--- src/rtl/can_feature_sequencer.sv ---
// CAN frame feature sequencer: captures header and data bytes into six raw features,
// issues them to the scaler, then holds until the classifier finishes. Optional WAIT
// timeout is built when FSEQ_TIMEOUT_EN is defined.
module can_feature_sequencer #(
  parameter int CLK_PER_US     = 50,
  parameter int TIMEOUT_CYCLES = 1023
) (
  input  logic        clk,
  input  logic        rst_n,
  input  logic        hdr_valid,
  output logic        hdr_ready,
  input  logic [10:0] hdr_id,
  input  logic [3:0]  hdr_dlc,
  input  logic        byte_valid,
  output logic        byte_ready,
  input  logic [7:0]  byte_data,
  output logic        sc_valid,
  output logic [10:0] arb_id_dec,
  output logic [3:0]  data_length,
  output logic [7:0]  first_byte,
  output logic [7:0]  last_byte,
  output logic [10:0] byte_sum,
  output logic [31:0] time_delta,
  input  logic        cls_done,
  output logic        busy,
  output logic        timeout_err,
  output logic [15:0] frame_cnt
);

  typedef enum logic [1:0] {IDLE, DATA, ISSUE, WAIT} state_t;

  localparam int PW = (CLK_PER_US > 1) ? $clog2(CLK_PER_US) : 1;

  state_t        state, state_nxt;
  logic          live;
  logic [PW-1:0] presc;
  logic [31:0]   ts_us;
  logic [31:0]   prev_ts;
  logic          first_frame;
  logic [3:0]    byte_cnt;
  logic          hdr_acc, byte_acc, last_acc, expire;

  function automatic logic [3:0] clamp_dlc(input logic [3:0] dlc);
    return (dlc > 4'd8) ? 4'd8 : dlc;
  endfunction

  assign hdr_acc  = hdr_valid & hdr_ready;
  assign byte_acc = byte_valid & byte_ready;
  assign last_acc = byte_acc && ((byte_cnt + 4'd1) == data_length);

  // Microsecond timestamp
  always_ff @(posedge clk or negedge rst_n) begin
    if (!rst_n) begin
      presc <= '0;
      ts_us <= '0;
    end else if (presc == PW'(CLK_PER_US - 1)) begin
      presc <= '0;
      ts_us <= ts_us + 32'd1;
    end else begin
      presc <= presc + PW'(1);
    end
  end

  // live keeps hdr_ready low until the first edge after reset release
  always_ff @(posedge clk or negedge rst_n) begin
    if (!rst_n) begin
      state <= IDLE;
      live  <= 1'b0;
    end else begin
      state <= state_nxt;
      live  <= 1'b1;
    end
  end

  always_comb begin
    state_nxt = state;
    case (state)
      IDLE:    if (hdr_acc) state_nxt = (clamp_dlc(hdr_dlc) == 4'd0) ? ISSUE : DATA;
      DATA:    if (last_acc) state_nxt = ISSUE;
      ISSUE:   state_nxt = WAIT;
      WAIT:    if (cls_done || expire) state_nxt = IDLE;
      default: state_nxt = IDLE;
    endcase
  end

  always_comb begin
    hdr_ready  = 1'b0;
    byte_ready = 1'b0;
    sc_valid   = 1'b0;
    busy       = 1'b1;
    case (state)
      IDLE: begin
        hdr_ready = live;
        busy      = 1'b0;
      end
      DATA:    byte_ready = 1'b1;
      ISSUE:   sc_valid   = 1'b1;
      default: ;
    endcase
  end

  // Feature capture: header zeroes the byte features, bytes accumulate
  always_ff @(posedge clk or negedge rst_n) begin
    if (!rst_n) begin
      arb_id_dec  <= '0;
      data_length <= '0;
      first_byte  <= '0;
      last_byte   <= '0;
      byte_sum    <= '0;
      time_delta  <= '0;
      prev_ts     <= '0;
      byte_cnt    <= '0;
      first_frame <= 1'b1;
    end else if (hdr_acc) begin
      arb_id_dec  <= hdr_id;
      data_length <= clamp_dlc(hdr_dlc);
      first_byte  <= '0;
      last_byte   <= '0;
      byte_sum    <= '0;
      byte_cnt    <= '0;
      time_delta  <= first_frame ? 32'd0 : (ts_us - prev_ts);
      prev_ts     <= ts_us;
      first_frame <= 1'b0;
    end else if (byte_acc) begin
      if (byte_cnt == 4'd0) first_byte <= byte_data;
      last_byte <= byte_data;
      byte_sum  <= byte_sum + {3'b000, byte_data};
      byte_cnt  <= byte_cnt + 4'd1;
    end
  end

  always_ff @(posedge clk or negedge rst_n) begin
    if (!rst_n) frame_cnt <= '0;
    else if (state == ISSUE) frame_cnt <= frame_cnt + 16'd1;
  end

`ifdef FSEQ_TIMEOUT_EN
  localparam int TW = $clog2(TIMEOUT_CYCLES + 1);
  logic [TW-1:0] wait_cnt;

  // cls_done on the expiry edge takes priority over the abort
  assign expire = (state == WAIT) && !cls_done && (wait_cnt == TW'(TIMEOUT_CYCLES - 1));

  always_ff @(posedge clk or negedge rst_n) begin
    if (!rst_n) begin
      wait_cnt    <= '0;
      timeout_err <= 1'b0;
    end else begin
      wait_cnt    <= (state == WAIT) ? wait_cnt + TW'(1) : '0;
      timeout_err <= expire;
    end
  end
`else
  assign expire      = 1'b0;
  assign timeout_err = 1'b0;
`endif

endmodule

--- config.mk ---
export PLATFORM = sky130hd
export DESIGN_NAME = can_feature_sequencer
export DESIGN_NICKNAME = d
export VERILOG_FILES = /design/src/rtl/can_feature_sequencer.sv
export SDC_FILE = /design/constraint.sdc
export NUM_CORES = 1
export LEC_CHECK = 0
export CAP_MARGIN = 25
export CORE_MARGIN = 2
export CORE_UTILIZATION = 55
export DETAILED_ROUTE_END_ITERATION = 12
export HOLD_SLACK_MARGIN = 0.03
export MAX_ROUTING_LAYER = met4
export PLACE_DENSITY_LB_ADDON = 0.25
export SYNTH_ARGS = -nofsm -noshare
export SYNTH_HDL_FRONTEND = slang
export SYNTH_SLANG_ARGS = --single-unit
--- constraint.sdc ---
create_clock -name clk -period 2.82 [get_ports clk]
set_input_delay 0.564 -clock clk [delete_from_list [all_inputs] [get_ports clk]]
set_output_delay 0.564 -clock clk [all_outputs]
set_load 0.01 [all_outputs]
==> results.toml <==
[clocking]
cts_root_buffer = "sky130_fd_sc_hd__clkbuf_16"
cts_tree = "yes"
cts_hold_buffers = 0
cts_buffers = 17
h-tree-depth = 4
insertion_delay_of_the_later_clocked_pin_in_the_worst_skew_pair_ps = 440
clockBufferDepth = 2
cts.reportedPaths.clkPinSlew_ps = 60
numClockSinks = 168

[timing]
skew_ps = 11.8
report.final.hold_viol_count = 0
layout_worst_path_cycle_share_pct = 96.5
max_slew_margin_pct = 50.2
maxSlewViolCount = 0
tightest_slew_ps = 741
fmax_ghz = 0.368
finalCriticalPeriod_ps = 2720
tns_ps = 0
hold_slack_ps = 102
timing.final.setup_violations = 0

[logic_synthesis]
mappedNetlistArea_sq_um = 8780
synth_common_cells = "sky130_fd_sc_hd__nand2_1, sky130_fd_sc_hd__dfrtp_1, sky130_fd_sc_hd__xnor2_1"
edff_count_synth = 0
synth_nets = 1004
synth_top_area_share_pct = 47.6
post_synth.cell_area_avg_sq_um = 9.51
synth_most_common_cell = "sky130_fd_sc_hd__nand2_1"
synth.yosys.warnings = 0
seq_area_frac_synth_pct = 47.9
asyncSetResetFlopFracSynth_pct = 100
synth_area_leaders = "sky130_fd_sc_hd__dfrtp_1, sky130_fd_sc_hd__nand2_1, sky130_fd_sc_hd__ha_1, sky130_fd_sc_hd__xnor2_1, sky130_fd_sc_hd__o21ai_0"
synthCells = 923
synth_ff_type = "sky130_fd_sc_hd__dfrtp_1"
yosysTopAreaCell = "sky130_fd_sc_hd__dfrtp_1"
post_synth_num_cell_types = 58
ys_seq_elements = 168

[finish]
area_added_between_synthesis_and_finish_pct = 26.2
num_antenna_cells = 0
finish.net_count = 1149
num-fill-cells = 1215
post_route_cells_drive_above_1_share_pct = 7.86

[routing]
ant_nets = 0
routed_wl_mm = 20.0
avgRoutedWirePerCell_microns = 15.4
detailedRoute.firstPassIterationCount = 5
route.vias.total = 7029
post-route-drc-count = 0
vias_per_cell = 5.42
drtIter0Drc = 454

[worst_setup_path]
element_type_at_the_critical_path_end = "register"
critical_path_peak_fanout = 3
crit_arrival_ps = 3050
cell_with_the_largest_stage_delay_on_the_worst_path = "sky130_fd_sc_hd__clkdlybuf4s50_1"
worst_path_dominant_cell_family = "compound AO/OA/AOI/OAI gates"
endpoint_of_the_lowest_slack_register_to_register_path = "time_delta[30]$_DFFE_PN0P_"
critical_path.startpoint_type = "input pin"
reg_to_reg_startpoint = "prev_ts[0]$_DFFE_PN0P_"
reg2reg_slack_ps = 170
path_class = "input pin to register"
crit_path_frequent_cell = "sky130_fd_sc_hd__a21o_1"
critical_path_buf_inv_count = 1
crit_path_max_incr_delay_ps = 440
critical_path.startpoint = "byte_data[0]"
path_cells = "clkdlybuf4s50_1 -> ha_1 -> fa_1 -> a21o_1 -> a21o_1 -> a21o_1 -> a21o_1 -> a21oi_1 -> o21bai_1 -> nor3b_1 -> o21a_1"
timing.critical_path.to = "byte_sum[8]$_DFFE_PN0P_"
critical_path_rt_ps = 3150
logic_depth_of_the_worst_path_buffers_included = 11
worstRegToRegCells = 11

[floorplanning]
io-pin-count = 123
dieHeight_microns = 130
placeableCoreArea_sq_um = 15700
die_outline_area_sq_um = 17000
die_w_microns = 130
initial_utilization_pct = 55.9
num_rows = 46

[flow_run]
timing.max_cap.violations = 0

[global_route]
via_count_of_the_first_global_routing_pass = 6638
met3_grt_util_pct = 3.90
globalRouteMet2Util_pct = 40.2
grt-ovfl-total = 0
grt.met1_usage_pct = 33.5
top_usage_layer = "met2"
grt_util_all_layers_pct = 25.3
grt_start_max_net_pins = 109
antenna_found_initial = 0
wire_length_of_the_first_global_routing_pass_mm = 32.7

[placement]
portBuffers = 121
weighted_congestion_at_the_end_of_routability_driven_global_placement = 0.898
post-dp-hpwl_mm = 14.0

[status]
status = "completed"

[pwr]
vdd_drop_max_v = 0.000568
static-leakage-power_nw = 5.20
power-per-cell-area_nw_per_um2 = 1020

[worst_hold_path]
min-delay-path-class = "input pin to async pin"
[power breakdown]
group	switching (mW)	internal (mW)	total [mW]
Clock	0.955	1.36	2.31
Sequential	0.394	3.04	3.43
Combinational	2.81	2.76	5.57
Total	4.16	7.15	11.3
[final cells by class]
class	instances	area (sq um)	share of cell area [%]
flip-flops and latches	168	4210	38.0
well taps	216	270	2.44
clock buffers	23	508	4.59
multi-input cells	677	4290	38.7
clock inverters	9	87.6	0.791
repair buffers	158	1540	13.9
inverters	46	173	1.56
[per-layer routing]
layer	up-vias	share of wire [%]	wire length, microns
met4	0	1.8	365
met5	-	0	0
met3	33	4.8	952
li1	3441	-	-
met2	171	47	9430
met1	3384	46	9220
[metrics by stage]
| stage | total power [mW] | std cells | setup WS, ps | util (%) | instance area (sq um) |
|---|---|---|---|---|---|
| finish | 11.3 | 1297 | 99.9 | 70.5 | 11100 |
| global route | 12.1 | 1297 | -25.0 | 70.5 | 11100 |
| detailed placement | 8.92 | 1263 | -315 | 66.5 | 10400 |
| global placement | 8.84 | 1263 | -236 | 66.5 | 10400 |
| CTS | 11.3 | 1295 | 115 | 70.3 | 11000 |
| floorplan | 6.69 | 923 | 223 | - | 8780 |
[cell usage in the layout (no fill, tap or decap), types with 18 or more instances in the layout]
cell / n
sky130_fd_sc_hd__a21o_1: 23
sky130_fd_sc_hd__a21oi_1: 42
sky130_fd_sc_hd__and3_1: 18
sky130_fd_sc_hd__buf_4: 33
sky130_fd_sc_hd__clkdlybuf4s50_1: 120
sky130_fd_sc_hd__dfrtp_1: 166
sky130_fd_sc_hd__ha_1: 51
sky130_fd_sc_hd__inv_1: 46
sky130_fd_sc_hd__nand2_1: 174
sky130_fd_sc_hd__nand3_1: 28
sky130_fd_sc_hd__nor2_1: 52
sky130_fd_sc_hd__o21ai_0: 58
sky130_fd_sc_hd__o21ai_1: 20
sky130_fd_sc_hd__xnor2_1: 62
sky130_fd_sc_hd__xor2_1: 29
[repair_timing]
item                       in CTS  in global routing
setup buffers                   0                  2
setup endpoints to repair       0                  5
resized for setup               0                  3
[logic make-up (layout without fill, tap and decap cells)]
kind of cell / Yosys count / after routing / share of synthesized area [%]
DFF: 168 / 168 / 47.9
xor gates and xnor gates: 91 / 91 / 9.08
AOI/OAI and AO/OA: 200 / 200 / 14.4
buffers and inverters: 78 / 236 / 3.41
adders and majority gates: 53 / 53 / 7.73
muxes: 9 / 9 / 1.04
and+or+nand+nor: 322 / 322 / 16.3
other: 2 / 2 / 0.0856
[sequential cells by signal, summed over array words and instances (netlist names)]
name	cells
first_byte	8
first_frame	1
frame_cnt	16
prev_ts	32
data_length	4
presc	6
last_byte	8
live	1
state	2
arb_id_dec	11
byte_cnt	4
ts_us	32
byte_sum	11
time_delta	32
[worst reg2reg max path, delay by kind of cell, from the launching register on]
family / cells / cell delay, ps
AOI/OAI and AO/OA: 6 / 1000
xor gates and xnor gates: 1 / 170
adders and majority gates: 2 / 570
buffers and inverters: 1 / 180
DFF: 1 / 400
and+or+nand+nor: 1 / 250
[worst min path at each step]
stage	start	slack, ps	end	cells past startpoint
floorplan	rst_n	270	arb_id_dec[0]$_DFFE_PN0P_	0
global placement	arb_id_dec[5]$_DFFE_PN0P_	460	arb_id_dec[5]$_DFFE_PN0P_	2
detailed placement	arb_id_dec[0]$_DFFE_PN0P_	460	arb_id_dec[0]$_DFFE_PN0P_	2
CTS	rst_n	130	last_byte[5]$_DFFE_PN0P_	1
global route	rst_n	140	last_byte[5]$_DFFE_PN0P_	1
finish	rst_n	100	last_byte[5]$_DFFE_PN0P_	1
Power figures use the tool's default switching activity.
